**src/rtl/io_out_ports.sv**
```systemverilog
// CPU OUT-port latches for the two sound ports with rising-bit trigger pulses,
// plus a kickable watchdog that emits a fixed-length reset request on expiry.
module io_out_ports #(
    parameter int WDT_CYCLES = 2000000,
    parameter int WDT_PULSE  = 16,
    parameter int WDT_ENABLE = 1
) (
    input  logic        clk,
    input  logic        rst,
    input  logic [7:0]  io_addr,
    input  logic [7:0]  io_wdata,
    input  logic        write_io,
    output logic [7:0]  snd_port3,
    output logic [7:0]  snd_port5,
    output logic [7:0]  snd_trig3,
    output logic [7:0]  snd_trig5,
    output logic        amp_enable,
    output logic [21:0] wdt_count,
    output logic        wdt_reset
);

    localparam int PW = $clog2(WDT_PULSE + 1);
    localparam logic [21:0]   TERM_COUNT = 22'(WDT_CYCLES - 1);
    localparam logic [PW-1:0] LAST_PULSE = PW'(WDT_PULSE - 1);

    typedef enum logic {RUN, FIRE} wdt_state_t;

    logic          write_q;
    logic          accept;
    logic          kick;
    wdt_state_t    state;
    logic [PW-1:0] pulse_cnt;

    // Only the first cycle of a (possibly long) OUT strobe is acted on.
    assign accept     = write_io & ~write_q;
    assign kick       = accept & (io_addr == 8'h06);
    assign amp_enable = snd_port3[5];

    always_ff @(posedge clk or posedge rst) begin
        if (rst) begin
            write_q   <= 1'b0;
            snd_port3 <= 8'h00;
            snd_port5 <= 8'h00;
            snd_trig3 <= 8'h00;
            snd_trig5 <= 8'h00;
        end else begin
            write_q   <= write_io;
            snd_trig3 <= 8'h00;
            snd_trig5 <= 8'h00;
            if (accept && io_addr == 8'h03) begin
                snd_port3 <= io_wdata;
                snd_trig3 <= io_wdata & ~snd_port3;
            end
            if (accept && io_addr == 8'h05) begin
                snd_port5 <= io_wdata;
                snd_trig5 <= io_wdata & ~snd_port5;
            end
        end
    end

    // The count never reaches WDT_CYCLES: terminal count moves to FIRE with
    // the count parked at 0 until the pulse has finished.
    always_ff @(posedge clk or posedge rst) begin
        if (rst) begin
            state     <= RUN;
            wdt_count <= 22'd0;
            wdt_reset <= 1'b0;
            pulse_cnt <= '0;
        end else if (WDT_ENABLE == 0) begin
            state     <= RUN;
            wdt_count <= 22'd0;
            wdt_reset <= 1'b0;
            pulse_cnt <= '0;
        end else begin
            case (state)
                RUN: begin
                    if (kick) begin
                        wdt_count <= 22'd0;
                    end else if (wdt_count == TERM_COUNT) begin
                        state     <= FIRE;
                        wdt_count <= 22'd0;
                        wdt_reset <= 1'b1;
                        pulse_cnt <= '0;
                    end else begin
                        wdt_count <= wdt_count + 22'd1;
                    end
                end
                FIRE: begin
                    wdt_count <= 22'd0;
                    if (pulse_cnt == LAST_PULSE) begin
                        state     <= RUN;
                        wdt_reset <= 1'b0;
                        pulse_cnt <= '0;
                    end else begin
                        pulse_cnt <= pulse_cnt + 1'b1;
                    end
                end
                default: begin
                    state     <= RUN;
                    wdt_count <= 22'd0;
                    wdt_reset <= 1'b0;
                    pulse_cnt <= '0;
                end
            endcase
        end
    end

endmodule

```
**config.mk**
```make
export PLATFORM = sky130hd
export DESIGN_NAME = io_out_ports
export DESIGN_NICKNAME = d
export VERILOG_FILES = /design/src/rtl/io_out_ports.sv
export SDC_FILE = /design/constraint.sdc
export NUM_CORES = 1
export LEC_CHECK = 0
export BUFFER_PORTS_ARGS = -buffer_cell sky130_fd_sc_hd__buf_2
export CAP_MARGIN = 20
export CORE_MARGIN = 2
export CORE_UTILIZATION = 52
export DETAILED_ROUTE_END_ITERATION = 16
export MAX_ROUTING_LAYER = met4
export PLACE_DENSITY = 0.82
export SYNTH_ARGS = -nofsm -noshare
export SYNTH_HDL_FRONTEND = slang
export SYNTH_SLANG_ARGS = --single-unit
```
**constraint.sdc**
```tcl
create_clock -name clk -period 2.7 [get_ports clk]
set_input_delay 0.54 -clock clk [delete_from_list [all_inputs] [get_ports clk]]
set_output_delay 0.54 -clock clk [all_outputs]
set_load 0.03 [all_outputs]
```
* Yosys cells after proc, flatten, opt, wreduce, memory -nomap -nowiden
Index checks and enable logic that the tools add are counted.
** Word-level totals
- Flip-flop bits (word level) :: 62
- Memory bits (writable) :: 0
- Memories kept :: 0
- Logic and storage cells :: 48
- Bits in latches :: 0
- Bits in read-only memories :: 0
** Cells by class
- $add $sub $neg :: 2
- Multiply operators :: 0
- Shift-type cells :: 0
- Reduce and logical (&&, ||, !) cells :: 4
- Bitwise operators :: 8
- Divide/modulo/power cells :: 0
- $lt $le $gt $ge :: 0
- Equality and inequality tests :: 8
- Muxes and demuxes :: 17
** Operators with widths (number)
- 22-bit 2-to-1 mux :: 2
- 22-bit one-hot mux with 2 select lines :: 1
- 22-bit by 1-bit adder with 22-bit output, second input constant :: 1
- 22-bit by 21-bit == test with 1-bit output, second input constant :: 1
- 8-bit bitwise AND :: 2
- 8-bit by 3-bit == test with 1-bit output, second input constant :: 2
- 8-bit 2-to-1 mux :: 2
- 8-bit inverter :: 2
- 5-bit 2-to-1 mux :: 3
- 5-bit one-hot mux with 2 select lines :: 1
- 8-bit by 2-bit == test with 1-bit output, second input constant :: 1
- 1-bit 2-to-1 mux :: 6
- 5-bit by 1-bit adder with 5-bit output, second input constant :: 1
- 5-bit by 4-bit == test with 1-bit output, second input constant :: 1
- 2-bit inequality test, second input constant :: 2
- 1-bit one-hot mux with 2 select lines :: 2
- 3-bit AND reduction :: 1
- 1-bit bitwise AND :: 2
- 1-bit logical AND :: 2
- 2-bit by 1-bit inequality test with 1-bit output, second input constant :: 1
- 1-bit inverter :: 2
- 2-bit AND reduction :: 1

* Longest topological paths before layout
Gate-level depths: netlist of run 1.
- Depth in word-level cells :: 5
- Mapped depth :: 6
- Gate-level depth less buffers :: 5

* Worst setup path after synthesis of run 1
No wires, ideal clock.
- Path type :: input to register
- Start point :: input port io_addr[5]
- End point :: register snd_port3[0]
- Arrival :: 1.867 ns
- Setup slack :: 0.708 ns
- Path buffers :: 2
- Stages on the path :: 6
- Required time :: 2.575 ns
- Setup time :: 0.125 ns
- Cells stage by stage :: nor4_4 > nand3_1 > or3b_1 > buf_6 > buf_8 > mux2_4
** Between the ends
- Cells in the longest elaborated chain, start to end :: 2
** Ends and longest elaborated chain
- start: declaration :: line 10 : input logic [7:0] io_addr,
- 8-bit by 2-bit == test with 1-bit output :: line 50 : if (accept && io_addr == 8'h03) begin
- 1-bit logical AND :: line 50
- end signal: assignment :: line 51 : snd_port3 <= io_wdata;
- end: declaration :: line 13 : output logic [7:0] snd_port3,
No other way between the ends.
A chain may end at the register's enable or synchronous reset.

* Final worst setup path of run 1
- Start point :: register write_q
- End point :: register snd_port5[1]
** Between the ends
- Cells in the longest elaborated chain, start to end :: 3
** Ends and longest elaborated chain
- start: declaration :: line 28 : logic write_q;
- start signal: assignment :: line 47 : write_q <= write_io;
- 1-bit inverter :: line 35 : assign accept = write_io & ~write_q;
- 1-bit bitwise AND :: line 35
- 1-bit logical AND :: line 54 : if (accept && io_addr == 8'h05) begin
- end signal: assignment :: line 55 : snd_port5 <= io_wdata;
- end: declaration :: line 14 : output logic [7:0] snd_port5,
No other way between the ends.

==> metrics.txt, run 1 <==
status=finished, final reports clean; Die Y=76.2 um; synthesized netlist net count=251; Global Route Usage Sum=0.206; max-slew violations=0; total number of placement rows=26; internal reg-to-reg setup slack=0.69 ns; area of the core=5070 sq um; clk buf depth=2; wire length of the first global-routing pass=9.25 mm; Leakage=1.70 nW; synthesized area divided by synthesized cell count=11.8 sq um; power density normalized to cell area=677 nW/um^2; count of flip-flops with a built-in enable after synthesis=0; Final Hold Violating Endpoints=0; largest clock skew in the final design=0.00694 ns; Power Total=2.26 mW; clock input transition at the sequential cells of the worst setup and hold paths=0.07 ns; Worst setup SP type=flip-flop; max capacitance violation total=0; post-route worst setup slack=0.686 ns; Detail Route Antenna Nets=0; mapped cell area=2710 sq um; share of flip-flops with an asynchronous set or reset after synthesis=1.00; critical setup path kind=flip-flop to flip-flop; Tightest Pin Transition=0.669 ns; Critical Path AT=2.23 ns; setup total negative slack=0 ns; final critical-path share of the clock period=0.746; type of the tightest min-delay check=input port to asynchronous set/reset pin; number of DRC markers in iteration 0=135; Skew-Pair Late Insertion Delay=0.33 ns; aggregate global routing overflow=0; initial antenna violation count=0; Top Ports=75; Worst IR Drop VDD=0.344 mV; Root Buffer Master=clkbuf_8; Post-Place Setup Slack=0.401 ns; Critical Path Sink Type=flip-flop; FF+latch count, synth=62; routed length per placed instance=14.6 um; sum of routed wire length over all layers=5.57 mm; logic depth of the worst register-to-register path=4; Antenna Cells=0; H-tree lvl count=3; DR DRC count=0; share of synthesized area occupied by flip-flops and latches=0.572; RSZ-0062 raised after global routing=false; Final Critical Period=2.01 ns; horizontal extent of the die=76.2 um; cell area after layout=3340 sq um; launch point of the worst reg-to-reg path=write_q; vias per std cell=5.49; Cells after Synth=230; Die Outline Area=5810 sq um; normalized max-slew margin=0.554; most used flip-flop cell after synthesis=dfrtp_1; layout cell share with drive strength beyond 1=0.359; post-detailed-placement half-perimeter wirelength=3.86 mm; starting utilization of the core area=0.534; RR Endpoint=snd_port5[1]; number of clock sinks=62; count of cells resized by post-cts repair=0; port bufs=74; endpoints failing setup=0; count of nets after finishing=328; biggest fanout along the worst timing path=16; DRT Pass-1 Iters=4; via count of the first global-routing pass=1956; library cells used by synthesis=37; area growth from synthesis to layout=23.1%; WP data required=2.92 ns; total number of yosys warnings=0; maximum operating frequency=496 MHz; pin count of the biggest net entering global routing=33; number of buffers inserted by post-CTS setup repair=0; final estimated routing congestion in global placement=0.822; TritonCTS Buffers=9; placed inst area=3120 sq um; clock tree from TritonCTS=built; count of hold buffers inserted by post-cts repair=0; total via count after detailed routing=2097
## worst max-delay path: stages, from the launching register on
cell and delay, ns:
dfrtp_1 0.37, nor3b_1 0.32, nand3_1 0.13, or3b_1 0.66, mux2_4 0.40
## layer usage
layer  wire (um)  track usage  up-vias
li1            -            -      983
met1        2470        0.258     1048
met2        2770        0.322       55
met3         206       0.0367       11
met4         124        0.107        0
met5           0            -        -
## synthesized netlist by cell type (4+ instances only)
cell type	number	area, sq um
dfrtp_1	62	1550
nor3b_1	20	150
nor2_1	14	52.6
nand2_1	13	48.8
mux2_2	12	135
o21ai_0	12	60.1
nand3_1	11	55.1
a21oi_1	9	45.0
nand4_1	9	56.3
xor2_1	9	78.8
or3_1	7	43.8
and4_1	4	35.0
buf_2	4	20.0
inv_1	4	15.0
mux2_4	4	60.1
## cells by family (layout without fill, tap and decap cells)
kind of cell / count (synthesis) / count (layout) / share of synthesized area
compound gates: 26 / 26 / 0.0521
xor+xnor: 11 / 11 / 0.0355
fa+ha+maj: 2 / 2 / 0.00923
buf+inv: 14 / 96 / 0.0323
flops: 62 / 62 / 0.572
mux: 16 / 16 / 0.0720
simple gates: 99 / 99 / 0.227
## layout by cell type, fill, tap and decap left out, drive strengths merged
master / count
buf: 76
dfrtp: 62
nor3b: 20
mux2: 16
nor2: 14
nand2: 13
o21ai: 13
nand3: 11
clkbuf: 10
nand4: 9
a21oi: 9
xor2: 9
or3: 7
and4: 4
inv: 4
nor4b: 3
nand4b: 3
and3: 3
clkinv: 3
and2: 2
nand2b: 2
or2: 2
or3b: 2
xnor2: 2
ha: 2
bufinv: 2
or4: 2
nor4: 1
nor2b: 1
o31ai: 1
a41oi: 1
a31oi: 1
o22a: 1
clkinvlp: 1
## registers in the layout, indices dropped and copies added, names as in the netlist
signal / flops
wdt_count: 22
pulse_cnt: 5
wdt_reset: 1
snd_port3: 8
write_q: 1
snd_port5: 8
snd_trig5: 8
snd_trig3: 8
state: 1
## final cells by class
class | instances | area, sq um
fill | 427 | 1740
sequential | 62 | 1550
multi-input combinational | 154 | 1070
timing repair buffer | 76 | 398
clock buffer | 10 | 128
tap | 70 | 87.6
clock inverter | 6 | 86.3
inverter | 4 | 15.0
## per-stage QoR
stage / hold slack, ns / utilization / cells
after floorplan: 0.473 / - / 230
after global placement: 0.440 / 0.616 / 366
after detailed placement: 0.443 / 0.616 / 366
after CTS: 0.310 / 0.658 / 382
after global routing: 0.317 / 0.658 / 382
final: 0.291 / 0.658 / 382
## how the worst max path moves through the flow
| stage | from | endpoint | slack, ns | cells past startpoint |
|---|---|---|---|---|
| floorplan | rst | pulse_cnt[0] | 0.62 | 1 |
| global placement | io_addr[5] | snd_port3[0] | 0.47 | 5 |
| detailed placement | io_addr[5] | snd_port5[0] | 0.40 | 5 |
| CTS | write_q | snd_port3[0] | 0.68 | 4 |
| global route | write_q | snd_port3[0] | 0.56 | 4 |
| finish | write_q | snd_port5[1] | 0.69 | 4 |
## power breakdown
| part | switching (mW) | internal (mW) |
|---|---|---|
| registers | 0.0877 | 0.987 |
| logic | 0.209 | 0.104 |
| clock network | 0.354 | 0.518 |
Power figures use the tool's default switching activity.
==> run 2: changes to the inputs <==
clock period = 2 ns   (was 2.7 ns; I/O delays follow)
==> metrics.txt, run 2 (same netlist as run 1, synthesis figures left out) <==
sum of routed wire length over all layers=5.60 mm; Final Critical Period=1.82 ns; count of nets after finishing=338; Tightest Pin Transition=0.464 ns; critical setup path kind=flip-flop to flip-flop; WP data required=2.26 ns; max capacitance violation total=0; post-detailed-placement half-perimeter wirelength=4.00 mm; type of the tightest min-delay check=input port to asynchronous set/reset pin; post-route worst setup slack=0.183 ns; Critical Path Sink Type=flip-flop; final estimated routing congestion in global placement=0.876; endpoints failing setup=0; biggest fanout along the worst timing path=7; M1 GR Usage=0.269; number of clock sinks=62; Cells after DPL=376; busiest layer in global routing=met2; met2 GRT Util=0.350; setup total negative slack=0 ns; aggregate global routing overflow=0; largest clock skew in the final design=0.00487 ns; layout cell share with drive strength beyond 1=0.380; clock tree from TritonCTS=built; clock input transition at the sequential cells of the worst setup and hold paths=0.06 ns; power density normalized to cell area=880 nW/um^2; final core utilization=0.666; Global Route Usage Sum=0.218; status=finished, final reports clean; TritonCTS Buffers=9; Skew-Pair Late Insertion Delay=0.33 ns; H-tree lvl count=3; wire length of the first global-routing pass=9.77 mm; Worst IR Drop VDD=0.636 mV; internal reg-to-reg setup slack=0.18 ns; highest-count cells in the layout ignoring fill and taps=buf_2, dfrtp_1, nor3b_1; DR DRC count=0; normalized max-slew margin=0.691; routed length per placed instance=14.3 um; area of the core=5070 sq um; Final Hold Violating Endpoints=0; most common cell after layout, fill and taps aside=buf_2; total number of placement rows=26; final critical-path share of the clock period=0.909; max-slew violations=0; area growth from synthesis to layout=24.7%; Top Ports=75; total via count after detailed routing=2103; Post-Place Setup Slack=0.0387 ns; DRT Pass-1 Iters=4; crit path cell chain=nand4_1 > or4_1 > or3_1 > a21oi_1; Antenna Cells=0; Die Y=76.2 um; Slowest Stage Delay on Critical Path=0.66 ns; Critical Path AT=2.08 ns; pin count of the biggest net entering global routing=38; initial antenna violation count=0; most flop-heavy register=wdt_count; highest-delay cell along the critical path=or4_1; maximum operating frequency=550 MHz; Leakage=1.73 nW; Die Outline Area=5810 sq um; Worst setup SP type=flip-flop; number of DRC markers in iteration 0=111; max FFs per register=22; met3 Use GR=0.0450; Root Buffer Master=clkbuf_8; port bufs=74; RSZ-0062 raised after global routing=false; horizontal extent of the die=76.2 um; number of non-filler instances in the completed layout=391; number of buffers inserted by post-CTS setup repair=0; clk buf depth=2; via count of the first global-routing pass=2043; starting utilization of the core area=0.534; Detail Route Antenna Nets=0; vias per std cell=5.38
==> run 2: changes by cell type in the layout (fill, tap and decap cells not counted) <==
cell and change:
clkinv_4 -1, bufinv_16 -1, clkbuf_8 +1, buf_4 +11
buf_12 -1, nor3b_2 +1, nor3b_1 -1
==> run 2: per-stage QoR <==
stage | hold slack [ns] | area, sq um | power, mW
after floorplan | 0.431 | 2710 | 1.74
after global placement | 0.436 | 3190 | 1.93
after detailed placement | 0.445 | 3190 | 1.94
after CTS | 0.113 | 3380 | 3.00
after global routing | 0.139 | 3380 | 3.11
final | 0.109 | 3380 | 2.97
==> run 2: area by class of cell <==
type | count | area [sq um]
Multi-Input combinational cell | 154 | 1080
Sequential cell | 62 | 1550
Inverter | 4 | 15.0
Fill cell | 424 | 1690
Clock inverter | 4 | 47.5
Clock buffer | 11 | 141
Timing Repair Buffer | 86 | 460
Tap cell | 70 | 87.6
==> run 2: final timing paths <==
kind | from | end | cells past startpoint
worst max register to register | wdt_count[3] | wdt_count[18] | 4
min in group clk | write_io | write_q | 1
max in group asynchronous | rst | wdt_count[1] | 3
worst max-delay path | wdt_count[3] | wdt_count[18] | 4
worst min-delay path | rst | snd_port5[0] | 3
worst min register to register | snd_port3[2] | snd_trig3[2] | 1
==> run 2: power by group <==
group / switching (mW) / internal, mW / leakage [nW] / total, mW
combinational: 0.329 / 0.177 / 0.789 / 0.507
sequential: 0.0837 / 1.33 / 0.851 / 1.42
clock: 0.453 / 0.598 / 0.0952 / 1.05
==> run 2: metal layers <==
metal  vias to the layer above  part of all wire
met5                         -                 0
met4                         0             0.022
met3                        11             0.044
met2                        57              0.50
met1                      1037              0.44
li1                        998                 -
==> run 2: critical path, delay by kind of cell, from the launching register on <==
| family | cells | cell delay (ns) |
|---|---|---|
| compound gates | 1 | 0.15 |
| flops | 1 | 0.45 |
| simple gates | 3 | 1.15 |
==> run 2: what timing repair did <==
item,in CTS,in global routing
hold buffers,0,0
resized for setup,0,1
endpoints found under the setup margin,0,1
